--- config.mk ---
export PLATFORM = sky130hd
export DESIGN_NAME = video_stream_source_flat
export DESIGN_NICKNAME = d
export VERILOG_FILES = /design/src/rtl/video_stream_if.sv /design/src/rtl/video_stream_source.sv /design/src/flat_wrapper.sv
export SDC_FILE = /design/constraint.sdc
export NUM_CORES = 1
export LEC_CHECK = 0
export ABC_AREA = 1
export BUFFER_PORTS_ARGS = -buffer_cell sky130_fd_sc_hd__buf_4
export CAP_MARGIN = 20
export CORE_MARGIN = 2
export CORE_UTILIZATION = 58
export CTS_CLUSTER_SIZE = 20
export DETAILED_ROUTE_END_ITERATION = 6
export PLACE_DENSITY = 0.88
export SLEW_MARGIN = 10
export SYNTH_ARGS = -nofsm -noshare
export SYNTH_HDL_FRONTEND = slang
export SYNTH_SLANG_ARGS = --single-unit
--- constraint.sdc ---
create_clock -name clk -period 3.2 [get_ports clk]
set_input_delay 0.48 -clock clk [delete_from_list [all_inputs] [get_ports clk]]
set_output_delay 0.48 -clock clk [all_outputs]
set_load 0.01 [all_outputs]
--- src/rtl/video_stream_if.sv ---
// Valid/ready video stream bundle: pixel data with start-of-frame (tuser)
// and end-of-line (tlast) sideband.
interface video_stream_if #(
  parameter int D_WIDTH = 8
) ();
  logic               valid;
  logic               ready;
  logic [D_WIDTH-1:0] data;
  logic               tlast;
  logic               tuser;

  modport master (output valid, data, tlast, tuser, input ready);
  modport slave  (input valid, data, tlast, tuser, output ready);
endinterface

--- src/rtl/video_stream_source.sv ---
// Raster test-pattern source: emits H_ACTIVE x V_ACTIVE frames of
// (x + 2*y + frame_count) with idle gaps after each line and frame.
module video_stream_source #(
  parameter int D_WIDTH  = 8,
  parameter int H_ACTIVE = 8,
  parameter int V_ACTIVE = 4,
  parameter int H_BLANK  = 2,
  parameter int V_BLANK  = 3
) (
  input  logic                   clk,
  input  logic                   rst,
  input  logic                   enable,
  video_stream_if.master         down,
  output logic                   frame_done,
  output logic [15:0]            frame_count
);

  localparam int XW    = (H_ACTIVE > 1) ? $clog2(H_ACTIVE) : 1;
  localparam int YW    = (V_ACTIVE > 1) ? $clog2(V_ACTIVE) : 1;
  localparam int B_MAX = (H_BLANK > V_BLANK) ? H_BLANK : V_BLANK;
  localparam int BW    = (B_MAX > 1) ? $clog2(B_MAX) : 1;

  localparam logic [XW-1:0] X_LAST  = XW'(H_ACTIVE - 1);
  localparam logic [YW-1:0] Y_LAST  = YW'(V_ACTIVE - 1);
  localparam logic [BW-1:0] HB_LOAD = BW'((H_BLANK > 0) ? H_BLANK - 1 : 0);
  localparam logic [BW-1:0] VB_LOAD = BW'((V_BLANK > 0) ? V_BLANK - 1 : 0);
  localparam logic          FIRST_IS_LAST = (H_ACTIVE == 1);

  typedef enum logic [1:0] {
    S_IDLE,
    S_ACTIVE,
    S_HBLANK,
    S_VBLANK
  } state_t;

  state_t             r_state;
  logic [XW-1:0]      r_x;
  logic [YW-1:0]      r_y;
  logic [BW-1:0]      r_blank;
  logic [15:0]        r_frame_count;
  logic               r_frame_done;
  logic               r_valid;
  logic [D_WIDTH-1:0] r_data;
  logic               r_tlast;
  logic               r_tuser;

  logic               w_xfer;
  logic               w_x_last;
  logic               w_y_last;
  logic [XW-1:0]      w_x_next;
  logic [YW-1:0]      w_y_next;
  logic [15:0]        w_fc_next;

  assign w_xfer    = r_valid & down.ready;
  assign w_x_last  = (r_x == X_LAST);
  assign w_y_last  = (r_y == Y_LAST);
  assign w_x_next  = r_x + 1'b1;
  assign w_y_next  = r_y + 1'b1;
  assign w_fc_next = r_frame_count + 16'd1;

  function automatic logic [D_WIDTH-1:0] f_pixel(input logic [XW-1:0] x,
                                                 input logic [YW-1:0] y,
                                                 input logic [15:0]   fc);
    logic [31:0] s;
    s = 32'(x) + (32'(y) << 1) + 32'(fc);
    return s[D_WIDTH-1:0];
  endfunction

  always_ff @(posedge clk) begin
    if (rst) begin
      r_state       <= S_IDLE;
      r_x           <= '0;
      r_y           <= '0;
      r_blank       <= '0;
      r_frame_count <= '0;
      r_frame_done  <= 1'b0;
      r_valid       <= 1'b0;
      r_data        <= '0;
      r_tlast       <= 1'b0;
      r_tuser       <= 1'b0;
    end else begin
      r_frame_done <= 1'b0;
      case (r_state)
        S_IDLE: begin
          if (enable) begin
            r_valid <= 1'b1;
            r_data  <= f_pixel('0, '0, r_frame_count);
            r_tuser <= 1'b1;
            r_tlast <= FIRST_IS_LAST;
            r_state <= S_ACTIVE;
          end
        end

        S_ACTIVE: begin
          if (w_xfer) begin
            if (!w_x_last) begin
              r_x     <= w_x_next;
              r_data  <= f_pixel(w_x_next, r_y, r_frame_count);
              r_tuser <= 1'b0;
              r_tlast <= (w_x_next == X_LAST);
            end else if (!w_y_last) begin
              r_x <= '0;
              r_y <= w_y_next;
              if (H_BLANK > 0) begin
                r_valid <= 1'b0;
                r_blank <= HB_LOAD;
                r_state <= S_HBLANK;
              end else begin
                r_data  <= f_pixel('0, w_y_next, r_frame_count);
                r_tuser <= 1'b0;
                r_tlast <= FIRST_IS_LAST;
              end
            end else begin
              r_x           <= '0;
              r_y           <= '0;
              r_frame_count <= w_fc_next;
              r_frame_done  <= 1'b1;
              if (V_BLANK > 0) begin
                r_valid <= 1'b0;
                r_blank <= VB_LOAD;
                r_state <= S_VBLANK;
              end else if (enable) begin
                // Zero vertical blank: frame boundary is the transfer itself
                r_data  <= f_pixel('0, '0, w_fc_next);
                r_tuser <= 1'b1;
                r_tlast <= FIRST_IS_LAST;
              end else begin
                r_valid <= 1'b0;
                r_state <= S_IDLE;
              end
            end
          end
        end

        S_HBLANK: begin
          if (r_blank == '0) begin
            r_valid <= 1'b1;
            r_data  <= f_pixel('0, r_y, r_frame_count);
            r_tuser <= 1'b0;
            r_tlast <= FIRST_IS_LAST;
            r_state <= S_ACTIVE;
          end else begin
            r_blank <= r_blank - 1'b1;
          end
        end

        S_VBLANK: begin
          if (r_blank == '0) begin
            if (enable) begin
              r_valid <= 1'b1;
              r_data  <= f_pixel('0, '0, r_frame_count);
              r_tuser <= 1'b1;
              r_tlast <= FIRST_IS_LAST;
              r_state <= S_ACTIVE;
            end else begin
              r_state <= S_IDLE;
            end
          end else begin
            r_blank <= r_blank - 1'b1;
          end
        end

        default: r_state <= S_IDLE;
      endcase
    end
  end

  assign down.valid  = r_valid;
  assign down.data   = r_data;
  assign down.tlast  = r_tlast;
  assign down.tuser  = r_tuser;
  assign frame_done  = r_frame_done;
  assign frame_count = r_frame_count;

endmodule

--- src/flat_wrapper.sv ---
// flat-port wrapper written by rule: the top's interface ports become plain ports
module video_stream_source_flat 
#(
  parameter int D_WIDTH  = 8,
  parameter int H_ACTIVE = 8,
  parameter int V_ACTIVE = 4,
  parameter int H_BLANK  = 2,
  parameter int V_BLANK  = 3
)
  (clk, rst, enable, frame_done, frame_count, down_valid, down_data, down_tlast, down_tuser, down_ready);
  video_stream_if #(.D_WIDTH(D_WIDTH)) down_i ();
  input  logic clk;
  input  logic rst;
  input  logic enable;
  output logic frame_done;
  output logic [15:0] frame_count;
  output wire logic [$bits(down_i.valid)-1:0] down_valid;
  output wire logic [$bits(down_i.data)-1:0] down_data;
  output wire logic [$bits(down_i.tlast)-1:0] down_tlast;
  output wire logic [$bits(down_i.tuser)-1:0] down_tuser;
  input wire logic [$bits(down_i.ready)-1:0] down_ready;
  assign down_valid = down_i.valid;
  assign down_data = down_i.data;
  assign down_tlast = down_i.tlast;
  assign down_tuser = down_i.tuser;
  assign down_i.ready = down_ready;
  video_stream_source #(.D_WIDTH(D_WIDTH), .H_ACTIVE(H_ACTIVE), .V_ACTIVE(V_ACTIVE), .H_BLANK(H_BLANK), .V_BLANK(V_BLANK)) u_core (.clk(clk), .rst(rst), .enable(enable), .down(down_i), .frame_done(frame_done), .frame_count(frame_count));
endmodule
==> results.yml, run 1 <==
routing:
  via_count: 2358
  drt_iter0_drc: 185
  ant_nets: 0
  wl_per_cell_um: 12.96
  vias_per_cell: 5.484
  first_pass_iters: 4
  finalWirelength_um: 5573
  remaining_drc_errors: 0
synthesis:
  synth_edf_count: 0
  syn_avg_cell_area_um2: 6.891
  synthArstFlopShare_pct: 0
  syn_nets: 375
  seq_area_frac_synth_pct: 30.63
  synthFlopType: "dfxtp_1"
  yosysWarnings: 0
  synth_area_leaders: "dfxtp_1 (31%), nand2_1 (12%), ha_1 (8.8%)"
  syn_area_um2: 2419
  synth_cell_type_count: 34
  yosys.area.top_type: "dfxtp_1"
  synth_top_area_share_pct: 30.63
  ys_ff_latch: 37
  synth_cells: 351
floorplan:
  dieArea_um2: 4703
  initial_utilization_pct: 60.46
  row_count: 23
  die_x_um: 68.58
  ios: 32
  core_um2: 4000
  die_h_um: 68.58
sta:
  setup_ws_ns: 0.4939
  setup_violations: 0
  tightest_slew_ns: 0.5197
  tns_ns: 0
  hold_viol: 0
  slew_headroom_pct: 65.36
  skew_ns: 0.009131
  slew_viol_final: 0
  fmaxAchievable_ghz: 0.3695
  post-route-min-period_ns: 2.706
  rsz0062_at_grt: "no"
  period_share_pct: 84.56
setup_path:
  cp_top_family: "adder cells"
  crit_slowest_cell: "fa_1"
  path_buf_inv: 4
  crit_arrival_ns: 2.89
  cp_max_fo: 5
  critPathCaptureType: "flip-flop"
  worstPathCellList: "inv_1 > ha_1 > inv_1 > ha_1 > inv_1 > fa_1 > inv_1 > ha_1 > nand2_1 > nor2_1 > nand2_1 > nand3_1 > nand2_1 > nand3_1 > nand2_1 > nand2_1 > a21oi_1"
  worstReg2RegEnd: "u_core.down.data[5]"
  rrSetupSlack_ns: 0.49
  required_ns: 3.38
  cp_slowest_stage_delay_ns: 0.50
  r2r_start: "u_core.r_x[0]"
  setup.worst_path.class: "flip-flop to flip-flop"
  path_common_cell: "nand2_1"
  start_kind: "flip-flop"
  rr_worst_depth: 17
clocking:
  cts.sinks: 37
  insertion_delay_ns: 0.30
  post-cts-setup-buffers: 0
  hold_buffers: 0
  htreeDepth: 2
  cts_resized: 0
  path_clk_slew_ns: 0.08
  cts_root_buf: "clkbuf_8"
  cts_tree: "built"
  clockBufferDepth: 2
  cts_buffers: 5
layout:
  final_cell_mix: "nand2_1 (79), inv_1 (43), a21oi_1 (39), dfxtp_1 (37), buf_4 (31)"
  drive_gt1_share_pct: 13.16
  nFillCells: 342
  areaGrowthSynthToFinish_pct: 14.85
  final_nets: 403
  fin_cells: 430
  regArea_um2: 740.7
  layout_commonest_cell: "nand2_1"
  antenna_cells: 0
  multi_input_area_um2: 1444
worst_hold_path:
  min_to: "u_core.down.data[5]"
  min-delay-start: "u_core.down.data[5]"
  hold_class: "flip-flop to flip-flop"
  holdPathStages: 2
global_routing:
  grt_max_degree: 20
  grt_pass1_wl_um: 9363
  first_global_vias: 2073
  antenna_found_initial: 0
  gr-usage-all-layers_pct: 26.65
  grt.overflow.total: 0
outcome:
  outcome: "completed"
placement:
  dp_slack_ns: 0.5554
  place.gp.congestion: 0.9264
  placed_cells: 422
  dp_hpwl_um: 4129
  portBuffers: 31
pwr:
  p_total_mw: 1.654
  powerDensity_nw_per_um2: 595.3
  power_leakage_nw: 1.234
  ir_drop_mv: 0.3890
flow_run:
  drv_cap: 0
==> layout make-up <==
type	count	share of cell area, %
clock buffer	6	2.973
clock inverter	2	1.351
inverter	47	6.396
multi-input combinational	257	51.98
sequential	37	26.67
tap	50	2.252
timing repair buffer	31	8.378
==> logic make-up after synthesis <==
group | after synthesis | share of synthesized area (%)
AO/OA/AOI/OAI | 75 | 16.76
XOR/XNOR | 7 | 2.535
flip-flops | 37 | 30.63
adder cells (fa/ha/maj) | 20 | 11.28
AND/OR/NAND/NOR | 155 | 29.13
buffers and inverters | 57 | 9.673
==> worst register-to-register path, stage by stage, from the launching register on <==
cell and delay, ns:
dfxtp_1 0.37, inv_1 0.08, ha_1 0.30, inv_1 0.08, ha_1 0.15, inv_1 0.05
fa_1 0.50, inv_1 0.04, ha_1 0.34, nand2_1 0.08, nor2_1 0.11, nand2_1 0.07
nand3_1 0.09, nand2_1 0.06, nand3_1 0.07, nand2_1 0.06, nand2_1 0.06, a21oi_1 0.05
==> worst max path at each step <==
stage | startpoint | endpoint | slack [ns] | cells after the start
finish | u_core.r_x[0] | u_core.down.data[5] | 0.49 | 17
global route | u_core.r_x[0] | u_core.down.data[4] | 0.28 | 15
CTS | u_core.r_x[0] | u_core.down.data[7] | 0.51 | 17
detailed placement | u_core.r_x[0] | u_core.down.data[7] | 0.56 | 17
global placement | u_core.r_x[0] | u_core.down.data[5] | 0.67 | 17
floorplan | u_core.r_x[0] | u_core.down.data[7] | 0.75 | 17
==> per-layer routing <==
layer | track usage, % | up-vias | wire length [um]
li1 | - | 1209 | -
met1 | 32.89 | 1053 | 2505
met2 | 46.27 | 85 | 2623
met3 | 5.032 | 11 | 371
met4 | 9.000 | 0 | 73
met5 | 0 | - | 0
==> cells in the mapped netlist (2+ instances only) <==
library cell / number
clkbuf_1: 5
xor2_1: 6
a31oi_1: 3
o211ai_1: 4
inv_2: 2
inv_1: 43
nor2_1: 25
ha_1: 17
nor2_4: 2
buf_2: 3
nand3_1: 25
o21ai_0: 24
dfxtp_1: 37
nor3_1: 11
a21oi_1: 39
nand4_1: 5
nand2_1: 79
buf_6: 2
o21a_1: 2
fa_1: 3
==> per-stage QoR <==
stage	util [%]	hold WS, ns	instance area (um^2)
6_report	69.44	0.4667	2778
5_1_grt	69.44	0.5056	2778
4_1_cts	69.44	0.4673	2778
3_5_place_dp	66.44	0.4563	2658
3_3_place_gp	66.44	0.4463	2658
2_1_floorplan	-	0.4333	2419
==> power by group <==
group / leakage [nW] / switching, mW / internal (mW) / total (mW)
clock network: 0.0574 / 0.181 / 0.253 / 0.435
registers: 0.301 / 0.0420 / 0.545 / 0.587
logic: 0.876 / 0.397 / 0.236 / 0.632
total: 1.23 / 0.620 / 1.03 / 1.65
==> state kept, by name, summed over array words and instances, names as in the netlist <==
name and count:
u_core.r_x 3, u_core.down.tlast 1, u_core.r_y 2, u_core.down.valid 1, u_core.frame_count 16, u_core.down.data 8
u_core.r_blank 2, u_core.r_state 2, u_core.down.tuser 1, u_core.frame_done 1
Power figures use the tool's default switching activity.
==> run 2, diff against run 1 <==
==> constraint.sdc (replaced) <==
create_clock -name clk -period 2.8 [get_ports clk]
set_input_delay 0.42 -clock clk [delete_from_list [all_inputs] [get_ports clk]]
set_output_delay 0.42 -clock clk [all_outputs]
set_load 0.01 [all_outputs]
==> results.yml, run 2 (synthesized netlist as in run 1, its figures left out) <==
sta:
  hold_viol: 0
  setup_violations: 0
  period_share_pct: 92.61
  tns_ns: 0
  fmaxAchievable_ghz: 0.3857
  worst_hold_slack_ns: 0.4272
  tightest_slew_ns: 0.5348
  slew_headroom_pct: 64.31
  skew_ns: 0.007523
  rsz0062_at_grt: "no"
  slew_viol_final: 0
  post-route-min-period_ns: 2.593
placement:
  placed_cells: 423
  portBuffers: 31
  dp_hpwl_um: 4196
  place.gp.congestion: 0.9246
routing:
  vias_per_cell: 5.527
  first_pass_iters: 5
  drt_iter0_drc: 173
  via_count: 2382
  ant_nets: 0
  remaining_drc_errors: 0
  finalWirelength_um: 5740
  wl_per_cell_um: 13.32
clocking:
  hold_buffers: 0
  cts_root_buf: "clkbuf_8"
  cts.sinks: 37
  cts_tree: "built"
  path_clk_slew_ns: 0.08
  insertion_delay_ns: 0.31
  htreeDepth: 2
  clockBufferDepth: 2
  cts_buffers: 5
global_routing:
  first_global_vias: 2142
  grt.overflow.total: 0
  grt_pass1_wl_um: 9453
  use_met1_pct: 33.10
  use_met3_pct: 6.981
  antenna_found_initial: 0
  gr-max-usage-layer: "met2"
  grt_max_degree: 20
  gr-usage-all-layers_pct: 27.17
  met2_usage_pct: 44.59
floorplan:
  row_count: 23
  core_um2: 4000
  die_x_um: 68.58
  ios: 32
  initial_utilization_pct: 60.46
  die_h_um: 68.58
  dieArea_um2: 4703
setup_path:
  required_ns: 3.00
  rr_worst_depth: 17
  cp_max_fo: 5
  setup.worst_path.class: "flip-flop to flip-flop"
  crit_start: "u_core.r_x[0]"
  critPathCaptureType: "flip-flop"
  start_kind: "flip-flop"
  rrSetupSlack_ns: 0.21
  r2r_start: "u_core.r_x[0]"
  cp-endpoint: "u_core.down.data[7]"
  crit_arrival_ns: 2.79
  worstReg2RegEnd: "u_core.down.data[7]"
layout:
  final_cell_mix: "nand2_1 (79), inv_1 (43), a21oi_1 (39), dfxtp_1 (36), buf_4 (32)"
  largest_register_ff_count: 16
  final_nets: 404
  fin_cells: 431
  drive_gt1_share_pct: 14.17
  areaGrowthSynthToFinish_pct: 15.93
  antenna_cells: 0
  layout_commonest_cell: "nand2_1"
worst_hold_path:
  hold_class: "primary input to flip-flop"
  min-delay-start: "rst"
flow_run:
  drv_cap: 0
pwr:
  ir_drop_mv: 0.3772
  powerDensity_nw_per_um2: 678.5
  power_leakage_nw: 1.244
outcome:
  outcome: "completed"
[run 2: through the flow]
step                power (mW)  instance area (um^2)  util, %  setup WS (ns)
finish                   1.902                  2804    70.10         0.2071
CTS                      1.892                  2785    69.63        0.09967
detailed placement       1.397                  2665    66.63         0.1202
global route             2.029                  2804    70.10       0.002566
global placement         1.377                  2665    66.63         0.2688
floorplan                1.201                  2419        -         0.3499
[run 2: how the worst min path moves through the flow]
| stage | end | slack (ns) | depth (start not counted) |
|---|---|---|---|
| 2_1_floorplan | u_core.r_blank[1] | 0.43 | 2 |
| 3_3_place_gp | u_core.r_blank[1] | 0.45 | 2 |
| 3_5_place_dp | u_core.down.data[5] | 0.46 | 2 |
| 4_1_cts | u_core.down.data[5] | 0.44 | 2 |
| 5_1_grt | u_core.frame_count[11] | 0.45 | 2 |
| 6_report | u_core.down.data[5] | 0.43 | 2 |
[run 2: per-layer routing]
| layer | up-vias | wire [um] |
|---|---|---|
| met5 | - | 0 |
| met4 | 0 | 150 |
| met3 | 14 | 375 |
| met2 | 88 | 2724 |
| met1 | 1064 | 2490 |
| li1 | 1216 | - |
[run 2: worst max-delay path: stages, from the launching register on]
cell and delay [ns]:
dfxtp_2 0.36, inv_1 0.06, ha_1 0.29, inv_1 0.07, ha_1 0.14, inv_1 0.06, fa_1 0.51, inv_1 0.07
ha_4 0.29, nand2_1 0.05, nor2_1 0.11, nand2_1 0.10, nand3_2 0.08, nand2_1 0.05, nand3_1 0.08, nand2_1 0.06
nand2_1 0.05, a21oi_1 0.05
[run 2: timing repair]
item                       CTS  global route
hold endpoints to repair     0             0
setup buffers                0             0
setup endpoints to repair    0             5
resized for setup            0             3
[run 2: power breakdown]
part | total (mW) | switching [mW] | internal (mW)
clock network | 0.502 | 0.212 | 0.290
registers | 0.671 | 0.0481 | 0.623
logic | 0.729 | 0.458 | 0.271
total | 1.90 | 0.719 | 1.18
[run 2: layout make-up]
| type | count | area (um^2) |
|---|---|---|
| multi-input cells | 257 | 1461 |
| fillers | 313 | 1196 |
| flip-flops and latches | 37 | 742.0 |
| repair buffers | 32 | 240.2 |
| inverters | 47 | 177.7 |
| clock buffers | 6 | 82.58 |
| well taps | 50 | 62.56 |
| clock inverters | 2 | 37.54 |
==> run 3, diff against run 2 <==
--- a/config.mk
+++ b/config.mk
@@ -9,10 +9,9 @@
 export BUFFER_PORTS_ARGS = -buffer_cell sky130_fd_sc_hd__buf_4
 export CAP_MARGIN = 20
 export CORE_MARGIN = 2
-export CORE_UTILIZATION = 58
+export CORE_UTILIZATION = 40
 export CTS_CLUSTER_SIZE = 20
 export DETAILED_ROUTE_END_ITERATION = 6
-export PLACE_DENSITY = 0.88
 export SLEW_MARGIN = 10
 export SYNTH_ARGS = -nofsm -noshare
 export SYNTH_HDL_FRONTEND = slang
==> results.yml, run 3 (synthesized netlist as in run 1, its figures left out) <==
outcome:
  outcome: "completed"
setup_path:
  critPathCaptureType: "flip-flop"
  cp_max_fo: 5
  rrSetupSlack_ns: 0.25
  crit_start: "u_core.r_x[0]"
  cp-endpoint: "u_core.down.data[7]"
  worstReg2RegEnd: "u_core.down.data[7]"
  path_common_cell: "nand2_1"
  path_buf_inv: 4
  start_kind: "flip-flop"
  worst-path-stages: 17
  r2r_start: "u_core.r_x[0]"
  worstPathCellList: "inv_1 > ha_1 > inv_1 > ha_1 > inv_1 > fa_1 > inv_1 > ha_4 > nand2_1 > nor2_1 > nand2_1 > nand3_1 > nand2_1 > nand3_1 > nand2_1 > nand2_1 > a21oi_1"
  crit_arrival_ns: 2.73
  rr_worst_depth: 17
  setup.worst_path.class: "flip-flop to flip-flop"
  required_ns: 2.98
  cp_top_family: "adder cells"
  crit_slowest_cell: "fa_1"
  cp_slowest_stage_delay_ns: 0.50
layout:
  layout_commonest_cell: "nand2_1"
  nFillCells: 630
  final_nets: 404
  fin_cells: 456
  antenna_cells: 0
  final_util_pct: 47.45
  final_cell_mix: "nand2_1 (79), inv_1 (43), a21oi_1 (39), dfxtp_1 (36), buf_4 (32)"
  areaGrowthSynthToFinish_pct: 15.47
  largest_register_ff_count: 16
  drive_gt1_share_pct: 13.65
routing:
  wl_per_cell_um: 12.86
  finalWirelength_um: 5863
  vias_per_cell: 5.101
  ant_nets: 0
  via_count: 2326
  first_pass_iters: 4
  remaining_drc_errors: 0
  drt_iter0_drc: 115
floorplan:
  row_count: 28
  die_h_um: 81.76
  dieArea_um2: 6685
  initial_utilization_pct: 41.09
  core_um2: 5886
  die_x_um: 81.76
  ios: 32
global_routing:
  first_global_vias: 2230
  grt.overflow.total: 0
  gr-usage-all-layers_pct: 19.30
  grt_max_degree: 20
  grt_pass1_wl_um: 10060
  antenna_found_initial: 0
pwr:
  power_leakage_nw: 1.225
  powerDensity_nw_per_um2: 630.9
  ir_drop_mv: 0.2352
sta:
  setup_ws_ns: 0.2477
  setup_violations: 0
  worst_hold_slack_ns: 0.4495
  slew_headroom_pct: 62.37
  hold_viol: 0
  tns_ns: 0
  slew_viol_final: 0
  fmaxAchievable_ghz: 0.3918
  period_share_pct: 91.15
  rsz0062_at_grt: "no"
  tightest_slew_ns: 0.5638
  post-route-min-period_ns: 2.552
  skew_ns: 0.002951
clocking:
  insertion_delay_ns: 0.29
  hold_buffers: 0
  path_clk_slew_ns: 0.07
  cts_resized: 0
  clockBufferDepth: 2
  post-cts-setup-buffers: 0
  cts_buffers: 5
  cts_tree: "built"
  cts.sinks: 37
  htreeDepth: 2
  cts_root_buf: "clkbuf_8"
placement:
  placed_cells: 448
  dp_hpwl_um: 4379
  place.gp.congestion: 0.8945
  portBuffers: 31
  dp_slack_ns: 0.1898
worst_hold_path:
  hold_class: "flip-flop to flip-flop"
flow_run:
  drv_cap: 0
run 3: cell count changes in the layout (fill, tap and decap cells not counted), sizes merged:
cell and change:
bufinv -1, clkinv +2, clkinvlp -1
run 3: metrics by stage:
stage | instance area, um^2 | power, mW
global placement | 2696 | 1.396
floorplan | 2419 | 1.201
finish | 2793 | 1.762
global route | 2793 | 1.926
CTS | 2779 | 1.781
detailed placement | 2696 | 1.401
run 3: final cells by class:
class	instances	area (um^2)	share of cell area, %
Timing Repair Buffer	32	240.2	8.602
Inverter	47	177.7	6.362
Sequential cell	37	742.0	26.57
Multi-Input combinational cell	257	1456	52.15
Clock inverter	2	10.01	0.3584
Tap cell	75	93.84	3.360
Clock buffer	6	72.57	2.599
run 3: worst register-to-register path, stage by stage, from the launching register on:
cell     delay, ns
dfxtp_2       0.35
inv_1         0.06
ha_1          0.28
inv_1         0.08
ha_1          0.14
inv_1         0.05
fa_1          0.50
inv_1         0.07
ha_4          0.29
nand2_1       0.05
nor2_1        0.11
nand2_1       0.08
nand3_1       0.09
nand2_1       0.06
nand3_1       0.08
nand2_1       0.06
nand2_1       0.05
a21oi_1       0.05
run 3: power by group:
part	leakage (nW)	internal (mW)	total, mW	switching (mW)
registers	0.301	0.623	0.673	0.0500
clock network	0.0450	0.173	0.371	0.199
logic	0.879	0.269	0.717	0.449
run 3: per-layer routing:
layer	track usage, %	wire length, um
met1	24.68	2836
met2	32.52	2703
met3	3.956	222
met4	6.000	101
met5	0	0
run 3: worst min path at each step:
| stage | start | endpoint | slack, ns | cells after the start |
|---|---|---|---|---|
| detailed placement | u_core.down.data[7] | u_core.down.data[7] | 0.46 | 2 |
| CTS | rst | u_core.frame_count[10] | 0.45 | 2 |
| finish | u_core.r_x[0] | u_core.r_x[0] | 0.45 | 1 |
| floorplan | u_core.r_blank[1] | u_core.r_blank[1] | 0.43 | 2 |
| global placement | u_core.r_blank[1] | u_core.r_blank[1] | 0.45 | 2 |
| global route | rst | u_core.frame_done | 0.46 | 2 |
